--- src/rtl/tile_scheduler.sv ---
// tile_scheduler: walks the screen tile by tile, handing each tile to a raster
// engine and then to a stream engine through a small pool of tile buffers,
// and flips the displayed page once every tile of the frame has been streamed.
module tile_scheduler #(
  parameter int TILE_DIM = 8,
  parameter int SCREEN_W = 640,
  parameter int SCREEN_H = 480,
  parameter int NUM_BUFS = 2,
  parameter int COORD_W  = 10,
  localparam int ID_W    = $clog2(NUM_BUFS)
) (
  input  logic               BOARD_CLK,
  input  logic               RESET_N,
  input  logic               frame_enable,
  output logic               raster_start,
  output logic [ID_W-1:0]    raster_tile_id,
  output logic [COORD_W-1:0] raster_x,
  output logic [COORD_W-1:0] raster_y,
  input  logic               raster_done,
  output logic               stream_start,
  output logic [ID_W-1:0]    stream_tile_id,
  output logic [COORD_W-1:0] stream_x,
  output logic [COORD_W-1:0] stream_y,
  input  logic               stream_done,
  output logic               front_buffer,
  output logic               frame_done,
  output logic               busy
);

  localparam int TILES_X = SCREEN_W / TILE_DIM;
  localparam int TOTAL   = TILES_X * (SCREEN_H / TILE_DIM);
  localparam int CNT_W   = $clog2(TOTAL + 1);
  localparam int OCC_W   = $clog2(NUM_BUFS + 1);

  localparam logic [CNT_W-1:0]   CNT_TOTAL = CNT_W'(TOTAL);
  localparam logic [OCC_W-1:0]   OCC_FULL  = OCC_W'(NUM_BUFS);
  localparam logic [COORD_W-1:0] STEP      = COORD_W'(TILE_DIM);
  localparam logic [COORD_W-1:0] X_LAST    = COORD_W'(SCREEN_W - TILE_DIM);
  localparam logic [COORD_W-1:0] Y_LAST    = COORD_W'(SCREEN_H - TILE_DIM);

  typedef enum logic [1:0] {IDLE, RUN, SWAP} state_t;

  state_t state, state_nxt;

  logic               raster_busy, stream_busy;
  logic [CNT_W-1:0]   issued, streamed, streamed_nxt;
  logic [OCC_W-1:0]   occ, occ_after;
  logic [COORD_W-1:0] cur_x, cur_y;

  logic [ID_W-1:0]    fifo_id [NUM_BUFS];
  logic [COORD_W-1:0] fifo_x  [NUM_BUFS];
  logic [COORD_W-1:0] fifo_y  [NUM_BUFS];
  logic [ID_W-1:0]    wr_ptr, rd_ptr;
  logic [OCC_W-1:0]   fifo_count;

  logic               raster_fin, stream_fin, frame_go;
  logic               raster_go, stream_go, fifo_push, fifo_pop;
  logic [ID_W-1:0]    head_id;
  logic [COORD_W-1:0] head_x, head_y;

  // Done pulses only count while the matching engine holds a job.
  assign raster_fin   = raster_done & raster_busy;
  assign stream_fin   = stream_done & stream_busy;
  assign frame_go     = (state == IDLE) && frame_enable;
  assign occ_after    = occ - OCC_W'(stream_fin);
  assign streamed_nxt = streamed + CNT_W'(stream_fin);
  assign fifo_push    = raster_fin;
  assign fifo_pop     = stream_go;

  // Start decisions look at this cycle's done pulses so a start can be
  // registered on the very edge that retires the previous job.
  assign raster_go = (state == RUN) && (!raster_busy || raster_fin) &&
                     (occ_after < OCC_FULL) && (issued < CNT_TOTAL);
  assign stream_go = (state == RUN) && (!stream_busy || stream_fin) &&
                     ((fifo_count != '0) || fifo_push);

  // Ready FIFO head; an empty FIFO forwards the entry being pushed this cycle.
  always_comb begin
    head_id = fifo_id[rd_ptr];
    head_x  = fifo_x[rd_ptr];
    head_y  = fifo_y[rd_ptr];
    if (fifo_count == '0) begin
      head_id = raster_tile_id;
      head_x  = raster_x;
      head_y  = raster_y;
    end
  end

  // State register.
  always_ff @(posedge BOARD_CLK) begin
    if (!RESET_N) state <= IDLE;
    else          state <= state_nxt;
  end

  // Next-state logic: leave RUN as soon as the final stream_done is seen.
  always_comb begin
    state_nxt = state;
    unique case (state)
      IDLE:    if (frame_enable) state_nxt = RUN;
      RUN:     if (streamed_nxt == CNT_TOTAL) state_nxt = SWAP;
      SWAP:    state_nxt = IDLE;
      default: state_nxt = IDLE;
    endcase
  end

  // State-decoded outputs.
  always_comb begin
    busy       = (state != IDLE);
    frame_done = (state == SWAP);
  end

  // Raster channel: issue tiles in raster order and walk the cursor.
  always_ff @(posedge BOARD_CLK) begin
    if (!RESET_N) begin
      raster_start   <= 1'b0;
      raster_tile_id <= '0;
      raster_x       <= '0;
      raster_y       <= '0;
      raster_busy    <= 1'b0;
      issued         <= '0;
      cur_x          <= '0;
      cur_y          <= '0;
    end else if (frame_go) begin
      raster_start <= 1'b0;
      raster_busy  <= 1'b0;
      issued       <= '0;
      cur_x        <= '0;
      cur_y        <= '0;
    end else begin
      raster_start <= raster_go;
      if (raster_go) begin
        raster_busy    <= 1'b1;
        raster_tile_id <= issued[ID_W-1:0];
        raster_x       <= cur_x;
        raster_y       <= cur_y;
        issued         <= issued + CNT_W'(1);
        if (cur_x == X_LAST) begin
          cur_x <= '0;
          if (cur_y != Y_LAST) cur_y <= cur_y + STEP;
        end else begin
          cur_x <= cur_x + STEP;
        end
      end else if (raster_fin) begin
        raster_busy <= 1'b0;
      end
    end
  end

  // Stream channel plus buffer occupancy and streamed-tile count.
  always_ff @(posedge BOARD_CLK) begin
    if (!RESET_N) begin
      stream_start   <= 1'b0;
      stream_tile_id <= '0;
      stream_x       <= '0;
      stream_y       <= '0;
      stream_busy    <= 1'b0;
      streamed       <= '0;
      occ            <= '0;
    end else if (frame_go) begin
      stream_start <= 1'b0;
      stream_busy  <= 1'b0;
      streamed     <= '0;
      occ          <= '0;
    end else begin
      stream_start <= stream_go;
      if (stream_go) begin
        stream_busy    <= 1'b1;
        stream_tile_id <= head_id;
        stream_x       <= head_x;
        stream_y       <= head_y;
      end else if (stream_fin) begin
        stream_busy <= 1'b0;
      end
      streamed <= streamed_nxt;
      occ      <= occ_after + OCC_W'(raster_go);
    end
  end

  // Ready FIFO of rastered tiles awaiting a stream slot.
  always_ff @(posedge BOARD_CLK) begin
    if (!RESET_N) begin
      wr_ptr     <= '0;
      rd_ptr     <= '0;
      fifo_count <= '0;
      for (int unsigned i = 0; i < NUM_BUFS; i++) begin
        fifo_id[i] <= '0;
        fifo_x[i]  <= '0;
        fifo_y[i]  <= '0;
      end
    end else if (frame_go) begin
      wr_ptr     <= '0;
      rd_ptr     <= '0;
      fifo_count <= '0;
    end else begin
      if (fifo_push) begin
        fifo_id[wr_ptr] <= raster_tile_id;
        fifo_x[wr_ptr]  <= raster_x;
        fifo_y[wr_ptr]  <= raster_y;
        wr_ptr          <= wr_ptr + ID_W'(1);
      end
      if (fifo_pop) rd_ptr <= rd_ptr + ID_W'(1);
      fifo_count <= fifo_count + OCC_W'(fifo_push) - OCC_W'(fifo_pop);
    end
  end

  // Displayed page flips once per completed frame.
  always_ff @(posedge BOARD_CLK) begin
    if (!RESET_N)            front_buffer <= 1'b0;
    else if (state == SWAP)  front_buffer <= ~front_buffer;
  end

  // Occupancy gating must keep the ready FIFO from ever overflowing.
  fifo_no_overflow: assert property (@(posedge BOARD_CLK) disable iff (!RESET_N)
    !(fifo_push && !fifo_pop && (fifo_count == OCC_FULL)));

endmodule

--- config.mk ---
export PLATFORM = sky130hd
export DESIGN_NAME = tile_scheduler
export DESIGN_NICKNAME = d
export VERILOG_FILES = /design/src/rtl/tile_scheduler.sv
export SDC_FILE = /design/constraint.sdc
export NUM_CORES = 1
export LEC_CHECK = 0
export BUFFER_PORTS_ARGS = -buffer_cell sky130_fd_sc_hd__buf_2
export CAP_MARGIN = 20
export CORE_MARGIN = 2
export CORE_UTILIZATION = 55
export CTS_BUF_LIST = sky130_fd_sc_hd__clkbuf_4 sky130_fd_sc_hd__clkbuf_8
export DETAILED_ROUTE_END_ITERATION = 8
export HOLD_SLACK_MARGIN = 0.1
export MAX_ROUTING_LAYER = met4
export PLACE_DENSITY = 0.82
export SLEW_MARGIN = 20
export SYNTH_ARGS = -nofsm -noshare
export SYNTH_HDL_FRONTEND = slang
export SYNTH_SLANG_ARGS = --single-unit
export TNS_END_PERCENT = 100
--- constraint.sdc ---
create_clock -name BOARD_CLK -period 7.2 [get_ports BOARD_CLK]
set_input_delay 0 -clock BOARD_CLK [delete_from_list [all_inputs] [get_ports BOARD_CLK]]
set_output_delay 0 -clock BOARD_CLK [all_outputs]
set_load 0.02 [all_outputs]
==> flow_summary.json, run 1 <==
{
  "rr_startpoint": "stream_busy$_SDFFE_PP0P_",
  "cts-root-buf": "clkbuf_8",
  "fin_ws_ns": 4.35,
  "drt-vias-per-instance": 5.53,
  "drv_cap": 0,
  "startpoint": "stream_busy$_SDFFE_PP0P_",
  "max_freq_mhz": 350,
  "hold_start": "stream_done",
  "tns_ns": 0,
  "cts_num_sinks": 114,
  "hold_class": "in -> reg",
  "fin_skew_ns": 0.0110,
  "synth_mux_area_share_pct": 3.38,
  "cp_cell_sequence": "and2_1 > ha_1 > xnor2_1 > nand3_1 > a21o_1 > inv_2 > a41oi_1 > a311oi_1",
  "async_flop_share_pct": 0,
  "crit_required_ns": 7.53,
  "final_net_count": 591,
  "maxSlewViolCount": 0,
  "outcome": "complete, no violations",
  "finalHoldViolCount": 0,
  "synth-seq-cells": 114,
  "start_kind": "flip-flop",
  "dp_slack_ns": 4.32,
  "worst_pin_slew_ns": 0.864,
  "yosys_most_used_dff": "dfxtp_1",
  "synth_compound_area_share_pct": 13.3,
  "synth_fa_ha_area_share_pct": 2.47,
  "die-area_um2": 10000,
  "die_y_um": 100,
  "drt_iter0_drc": 163,
  "start_util_pct": 55.7,
  "cp.arrival_ns": 3.19,
  "slowest_delay_ns": 0.53,
  "clock_path_buffers": 2,
  "ios": 52,
  "syn_area_um2": 5070,
  "drive_gt1_share_pct": 14.1,
  "antenna_left": 0,
  "syn_inst": 541,
  "slew_headroom_pct": 42.3,
  "yosys.area_share.simple_pct": 20.7,
  "rows": 35,
  "core_um2": 9110,
  "period_share_pct": 39.6,
  "synth_cell_type_count": 53,
  "peakVddDrop_v": 0.000107,
  "place_congestion": 0.812,
  "post-dp-hpwl_um": 6660,
  "synth-edff-count": 28,
  "grt_pass1_vias": 3729,
  "min_period_ns": 2.85,
  "htree_levels": 4,
  "dr.pass1.iters": 5,
  "fp.dieW_um": 100,
  "yosysSeqAreaShare_pct": 50.5,
  "p_per_area_nw_per_um2": 238,
  "clkTransAtPathRegs_ns": 0.07,
  "area_growth_pct": 13.1,
  "grt_use_total_pct": 21.8,
  "end_kind": "flip-flop",
  "crit_type": "reg -> reg",
  "cts_tree": "done",
  "synth_area_leader_cell": "dfxtp_1",
  "vias": 3870,
  "grt-ovfl-total": 0,
  "cp_max_fo": 26,
  "port_buffers": 39,
  "cts_setup_buffers": 0,
  "synth_top_family_by_area": "simple AND/OR/NAND/NOR gates",
  "grt_max_degree": 43,
  "critPathSlowestCell": "a21o_1",
  "drt-total-wl_um": 9960,
  "yosysMostFrequentCell": "dfxtp_1",
  "synth_area_leaders": "dfxtp_1, edfxtp_1, nor2_1",
  "setup_viol": 0,
  "cts_inserted_buffers": 17,
  "clk_latency_ns": 0.43,
  "netlist.area_leader.share_pct": 33.9,
  "grt_pass1_wl_um": 16900,
  "antenna_found_initial": 0,
  "antenna_cells": 0,
  "power.leakage_nw": 2.13,
  "syn_avg_cell_area_um2": 9.38,
  "drc": 0,
  "ys_warn_count": 0,
  "whs_ns": 0.434,
  "synth_xor_area_share_pct": 4.32,
  "synthTopCellsByCount": "dfxtp_1, nor2_1, nand2_1",
  "wl_per_cell_um": 14.2,
  "rsz0062_at_grt": "false"
}
==> worst paths after layout <==
path / endpoint / slack (ns) / cells after the start
max: cur_x[9]$_SDFFE_PP0P_ / 4.35 / 8
min: stream_busy$_SDFFE_PP0P_ / 0.43 / 4
max reg2reg: cur_x[9]$_SDFFE_PP0P_ / 4.35 / 8
min reg2reg: raster_y[8]$_SDFFE_PN0P_ / 0.48 / 2
==> state kept, by name, summed over array words and instances, names as in the netlist, named ones only <==
| name | count |
|---|---|
| issued | 13 |
| fifo_x | 14 |
| stream_start | 1 |
| raster_tile_id | 1 |
| cur_y | 7 |
| fifo_count | 2 |
| cur_x | 7 |
| raster_start | 1 |
| wr_ptr | 1 |
| rd_ptr | 1 |
| occ | 2 |
| streamed | 13 |
| front_buffer | 1 |
| raster_y | 7 |
| stream_x | 7 |
| state | 2 |
| fifo_y | 14 |
| raster_x | 7 |
| raster_busy | 1 |
| stream_busy | 1 |
| stream_tile_id | 1 |
| stream_y | 7 |
| fifo_id | 2 |
==> placed cells by master, fill, tap and decap left out, drive strengths merged, types with 2 or more instances in the layout <==
master and count:
a2111oi 5, or2 2, mux2i 16, xnor2 19, a21o 4, a21oi 46, or3 8, dfxtp 86
nor3 4, bufinv 3, nand4 7, and2 36, nor2b 3, xor2 6, o31ai 2, a211oi 19
and3 4, buf 42, nand2 53, clkbuf 19, nand2b 7, or4 4, dlygate4sd3 4, nor2 62
edfxtp 28, clkinv 6, o21ai 12, nand3 16, nor4 4, ha 10, inv 15, clkinvlp 4
o21a 5, a311oi 3, conb 12
==> metrics by stage <==
stage	util (%)	instance area [um2]	power, mW	cells
finish	63.0	5740	1.37	700
CTS	62.7	5710	1.37	699
floorplan	-	5110	0.749	552
detailed placement	57.7	5260	0.760	663
global route	63.0	5740	1.41	700
global placement	57.7	5260	0.757	663
==> where the power goes <==
group	internal, mW	total (mW)	switching, mW
Clock	0.349	0.615	0.266
Combinational	0.0211	0.0746	0.0535
Sequential	0.667	0.675	0.00818
Total	1.04	1.37	0.328
==> what timing repair did <==
action	in CTS	in global routing
hold buffers	4	0
hold endpoints to repair	7	0
resized for setup	0	0
setup endpoints to repair	0	0
==> worst max-delay path: cells and delay by family, from the launching register on <==
kind / cells / cell delay (ns)
DFF: 1 / 0.31
xor gates and xnor gates: 1 / 0.28
and+or+nand+nor: 2 / 0.51
buffers and inverters: 1 / 0.45
adders and majority gates: 1 / 0.19
AOI/OAI and AO/OA: 3 / 1.01
==> area by class of cell <==
class / instances / area [um2]
Fill cell: 732 / 3370
Tap cell: 111 / 139
Sequential cell: 114 / 2560
Clock buffer: 19 / 249
Multi-Input combinational cell: 382 / 2290
Timing Repair Buffer: 46 / 278
Clock inverter: 13 / 161
Inverter: 15 / 56.3
==> logic make-up (layout without fill, tap and decap cells) <==
logic type,after synthesis,count (layout)
multiplexers,17,17
XOR/XNOR,25,25
flip-flops,114,114
AND/OR/NAND/NOR,214,214
other,1,12
AO/OA/AOI/OAI,104,104
buffers and inverters,56,93
adder cells (fa/ha/maj),10,10
==> metal layers <==
metal,track usage (%),vias up,share of wire [%],wire (um)
li1,-,1923,-,-
met1,25.0,1854,43,4320
met2,37.1,75,52,5130
met3,4.74,18,3.4,334
met4,9.06,0,1.7,174
met5,-,-,0,0
Note: power is estimated with default switching activity, not from simulation.
==> run 2: changes to the inputs <==
ABC_AREA = 1   (was not set)
clock period = 2.9 ns   (was 7.2 ns; I/O delays follow)
==> flow_summary.json, run 2 <==
{
  "fin_ws_ns": 0.819,
  "drive_gt1_share_pct": 13.3,
  "crit_type": "reg -> reg",
  "clk_latency_ns": 0.44,
  "grt_use_met1_pct": 23.4,
  "synth_area_leader_cell": "dfxtp_1",
  "synth_cell_type_count": 34,
  "cts_inserted_buffers": 17,
  "finalHoldViolCount": 0,
  "synth_top_family_by_area": "simple AND/OR/NAND/NOR gates",
  "hold_class": "in -> reg",
  "end_kind": "flip-flop",
  "grt_pass1_wl_um": 16700,
  "nFillCells": 740,
  "max_freq_mhz": 481,
  "fp.dieW_um": 101,
  "post-dp-hpwl_um": 6960,
  "slew_headroom_pct": 44.7,
  "synthTopCellsByCount": "nand2_1, dfxtp_1, inv_1",
  "die-area_um2": 10300,
  "drv_cap": 0,
  "cp.arrival_ns": 2.16,
  "ys_warn_count": 0,
  "syn_area_um2": 5210,
  "netlist.area_leader.share_pct": 33.1,
  "whs_ns": 0.431,
  "place_congestion": 0.828,
  "fin_skew_ns": 0.0114,
  "yosys_most_used_dff": "dfxtp_1",
  "post-route-util_pct": 63.6,
  "synth_fa_ha_area_share_pct": 2.40,
  "cts-root-buf": "clkbuf_8",
  "start_kind": "flip-flop",
  "synth-seq-cells": 114,
  "grt_pass1_vias": 3840,
  "peakVddDrop_v": 0.000352,
  "worst_pin_slew_ns": 0.828,
  "antenna_left": 0,
  "yosysSeqAreaShare_pct": 49.2,
  "cts_resized": 0,
  "drt_iter0_drc": 222,
  "drt-total-wl_um": 10300,
  "crit_required_ns": 2.97,
  "die_y_um": 101,
  "synth_compound_area_share_pct": 12.5,
  "syn_inst": 658,
  "yosysMostFrequentCell": "nand2_1",
  "grt-ovfl-total": 0,
  "synth_xor_area_share_pct": 3.03,
  "power.leakage_nw": 2.32,
  "ios": 52,
  "grt_util_met2_pct": 36.3,
  "rsz0062_at_grt": "false",
  "area_growth_pct": 12.3,
  "yosys.area_share.simple_pct": 22.3,
  "min_period_ns": 2.08,
  "port_buffers": 39,
  "dp_slack_ns": 0.875,
  "maxSlewViolCount": 0,
  "final_common_cell": "nand2_1",
  "top_regs": "fifo_x (14), fifo_y (14)",
  "final_net_count": 717,
  "clock_path_buffers": 2,
  "start_util_pct": 56.6,
  "antenna_found_initial": 0,
  "grt-busiest-layer": "met2",
  "grt_max_degree": 51,
  "met3_usage_pct": 7.38,
  "drc": 0,
  "setup_viol": 0,
  "cts_num_sinks": 114,
  "synth_area_leaders": "dfxtp_1, edfxtp_1, nand2_1",
  "rows": 35,
  "async_flop_share_pct": 0,
  "syn_avg_cell_area_um2": 7.92,
  "vias": 4312,
  "outcome": "complete, no violations",
  "tns_ns": 0,
  "synth_mux_area_share_pct": 0,
  "htree_levels": 4,
  "clkTransAtPathRegs_ns": 0.08,
  "grt_use_total_pct": 21.5,
  "core_um2": 9200,
  "synth-edff-count": 28,
  "p_per_area_nw_per_um2": 593,
  "dr.pass1.iters": 4,
  "period_share_pct": 71.7,
  "antenna_cells": 0,
  "drt-vias-per-instance": 5.22,
  "wl_per_cell_um": 12.4,
  "cts_tree": "done",
  "layout_common_cells": "nand2_1, dfxtp_1, inv_1",
  "cp_max_fo": 16
}
==> run 2: changes by cell type after synthesis, sizes merged, moves of 19 or more <==
cell    change
a211oi     -19
and2       -36
inv        +74
nand2      +88
nor2       +24
o21ai      +28
==> run 2: critical path: stages, from the launching register on <==
cell and delay [ns]:
dfxtp_1 0.40, nor2_1 0.09, nand2_1 0.06, inv_1 0.07
nor2_4 0.31, nand3_1 0.11, buf_4 0.21, nand2_1 0.46
==> run 2: worst paths after layout <==
path | start | slack [ns] | cells past startpoint | end
hold / removal | RESET_N | 0.43 | 4 | front_buffer$_SDFFE_PN0P_
hold reg to reg | issued[10]$_SDFFE_PP0P_ | 0.47 | 2 | issued[10]$_SDFFE_PP0P_
setup / recovery | state[1]$_SDFFE_PN0P_ | 0.82 | 7 | fifo_x[0][3]$_SDFFCE_PN0P_
setup reg to reg | state[1]$_SDFFE_PN0P_ | 0.82 | 7 | fifo_x[0][3]$_SDFFCE_PN0P_
==> run 2: cells by family (layout without fill, tap and decap cells) <==
kind of cell / count (synthesis) / in the layout
adders and majority gates: 10 / 10
buffers and inverters: 125 / 171
and+or+nand+nor: 272 / 272
DFF: 114 / 114
xor gates and xnor gates: 18 / 18
AOI/OAI and AO/OA: 118 / 118
other: 1 / 12
==> run 2: what timing repair did <==
| action | CTS | global route |
|---|---|---|
| hold endpoints to repair | 48 | 0 |
| setup buffers | 0 | 0 |
| hold buffers | 5 | 0 |
==> run 2: cell type report <==
type                            count  area, um2  share of cell area, %
Clock inverter                     15        146                   2.50
Multi-Input combinational cell    430       2140                   36.6
Tap cell                          111        139                   2.38
Inverter                           89        335                   5.74
Timing Repair Buffer               50        290                   4.96
Sequential cell                   114       2560                   43.8
Clock buffer                       17        234                   4.00
==> run 2: layer usage <==
layer  vias up  share of wire, %
met4         0              0.97
met1      1988                43
li1       2193                 -
met2       121                51
met5         -                 0
met3        10               5.4
==> run 2: per-stage QoR <==
step                power [mW]  instance area [um2]  cells
finish                    3.46                 5850    826
global route              3.61                 5850    826
CTS                       3.48                 5850    826
detailed placement        2.07                 5420    789
global placement          2.06                 5420    789
floorplan                 2.01                 5250    669
==> run 2: power by group <==
group	internal, mW	total, mW	switching, mW
combinational	0.0878	0.322	0.234
sequential	1.69	1.73	0.0403
clock	0.697	1.42	0.720
total	2.47	3.46	0.995
==> run 3: changes to the inputs <==
clock period = 2 ns   (was 2.9 ns; I/O delays follow)
==> flow_summary.json, run 3 (synthesis results as in run 2) <==
{
  "port_buffers": 39,
  "peakVddDrop_v": 0.000396,
  "top_regs": "fifo_x (14), fifo_y (14)",
  "cp_max_fo": 9,
  "drt_iter0_drc": 249,
  "grt-ovfl-total": 0,
  "crit_required_ns": 2.30,
  "fp.dieW_um": 101,
  "area_growth_pct": 15.2,
  "reg2regPathDepth": 10,
  "maxSlewViolCount": 0,
  "power_mw": 5.26,
  "ios": 52,
  "grt_pass1_vias": 4152,
  "holdPathStages": 2,
  "cts_num_sinks": 114,
  "drive_gt1_share_pct": 15.2,
  "finalHoldViolCount": 0,
  "rrSetupSlack_ns": 0.07,
  "dp_slack_ns": 0.0964,
  "die-area_um2": 10300,
  "vias": 4448,
  "post-dp-hpwl_um": 7270,
  "period_share_pct": 96.4,
  "start_kind": "flip-flop",
  "cts_inserted_buffers": 17,
  "drt-total-wl_um": 11000,
  "post-route-util_pct": 65.3,
  "htree_levels": 4,
  "die_y_um": 101,
  "dr.pass1.iters": 7,
  "tns_ns": 0,
  "layout_common_cells": "nand2_1, dfxtp_1, inv_1",
  "final_common_cell": "nand2_1",
  "place_congestion": 0.938,
  "post-route-cell-area_um2": 6000,
  "rr_startpoint": "stream_busy$_SDFFE_PP0P_",
  "stdcell_count": 836,
  "post_dp_cell_area_um2": 5490,
  "cts-root-buf": "clkbuf_8",
  "antenna_found_initial": 0,
  "final_net_count": 727,
  "grt_max_degree": 35,
  "drt-vias-per-instance": 5.32,
  "crit_type": "reg -> reg",
  "setup_viol": 0,
  "drv_cap": 0,
  "clock_path_buffers": 2,
  "hold_start": "issued[10]$_SDFFE_PP0P_",
  "drc": 0,
  "worst_pin_slew_ns": 0.511,
  "clkTransAtPathRegs_ns": 0.08,
  "rsz0062_at_grt": "true",
  "fin_skew_ns": 0.0127,
  "start_util_pct": 56.6,
  "power.leakage_nw": 2.39,
  "core_um2": 9200,
  "min_to": "issued[10]$_SDFFE_PP0P_",
  "cts_tree": "done",
  "cp.arrival_ns": 2.23,
  "rows": 35,
  "dp_cells": 797,
  "whs_ns": 0.470,
  "clk_latency_ns": 0.42,
  "slew_headroom_pct": 65.7,
  "startpoint": "stream_busy$_SDFFE_PP0P_",
  "antenna_left": 0,
  "grt_use_total_pct": 22.5,
  "fin_ws_ns": 0.0724,
  "grt_pass1_wl_um": 17900,
  "antenna_cells": 0,
  "min_period_ns": 1.93,
  "end_kind": "flip-flop",
  "hold_class": "reg -> reg",
  "p_per_area_nw_per_um2": 876,
  "max_freq_mhz": 519,
  "r2r_end": "occ[1]$_SDFF_PP0_",
  "wl_per_cell_um": 13.2,
  "outcome": "complete, no violations"
}
==> run 3: changes by cell type in the layout (fill, tap and decap cells not counted), sizes merged <==
cell / before / now
buf: 45 / 55
bufinv: 1 / 3
clkinv: 4 / 7
clkinvlp: 4 / 2
inv: 95 / 92
==> run 3: how the worst max path moves through the flow <==
stage          slack [ns]                  endpoint  depth (start not counted)
6_report             0.07         occ[1]$_SDFF_PP0_                         10
5_1_grt             -0.11         occ[1]$_SDFF_PP0_                         10
4_1_cts              0.03     state[0]$_SDFFE_PN0P_                         15
3_5_place_dp          0.1     state[0]$_SDFFE_PN0P_                         15
3_3_place_gp         0.22         occ[1]$_SDFF_PP0_                         10
2_1_floorplan        0.08  fifo_count[1]$_SDFF_PP0_                         11
==> run 3: worst max-delay path, stage by stage, from the launching register on <==
cell	delay, ns
dfxtp_1	0.35
nand2_1	0.05
inv_1	0.10
ha_1	0.21
xor2_2	0.24
nor2_4	0.08
nand2_4	0.14
clkinv_2	0.12
ha_1	0.23
o21ai_0	0.23
a21oi_1	0.07
==> run 3: metal layers <==
metal	vias to the layer above	GRT usage, %	part of all wire (%)
li1	2213	-	-
met1	2066	24.0	41
met2	145	38.8	51
met3	24	6.90	5.5
met4	0	9.36	2.2
met5	-	-	0
==> run 3: cell type report <==
class / instances / area, um2
Clock inverter: 15 / 181
Clock buffer: 17 / 234
Inverter: 89 / 335
Tap cell: 111 / 139
Multi-Input combinational cell: 430 / 2170
Fill cell: 727 / 3190
Timing Repair Buffer: 60 / 378
Sequential cell: 114 / 2560
==> run 3: timing repair <==
item | CTS | global route
hold endpoints to repair | 12 | 0
resized for setup | 0 | 7
endpoints found under the setup margin | 0 | 6
setup buffers | 0 | 2
hold buffers | 5 | 0
==> run 3: where the power goes <==
part           switching (mW)  internal, mW  total (mW)
Sequential             0.0547          2.44        2.50
Combinational           0.350         0.149       0.499
Clock                    1.01          1.25        2.26
Total                    1.42          3.84        5.26
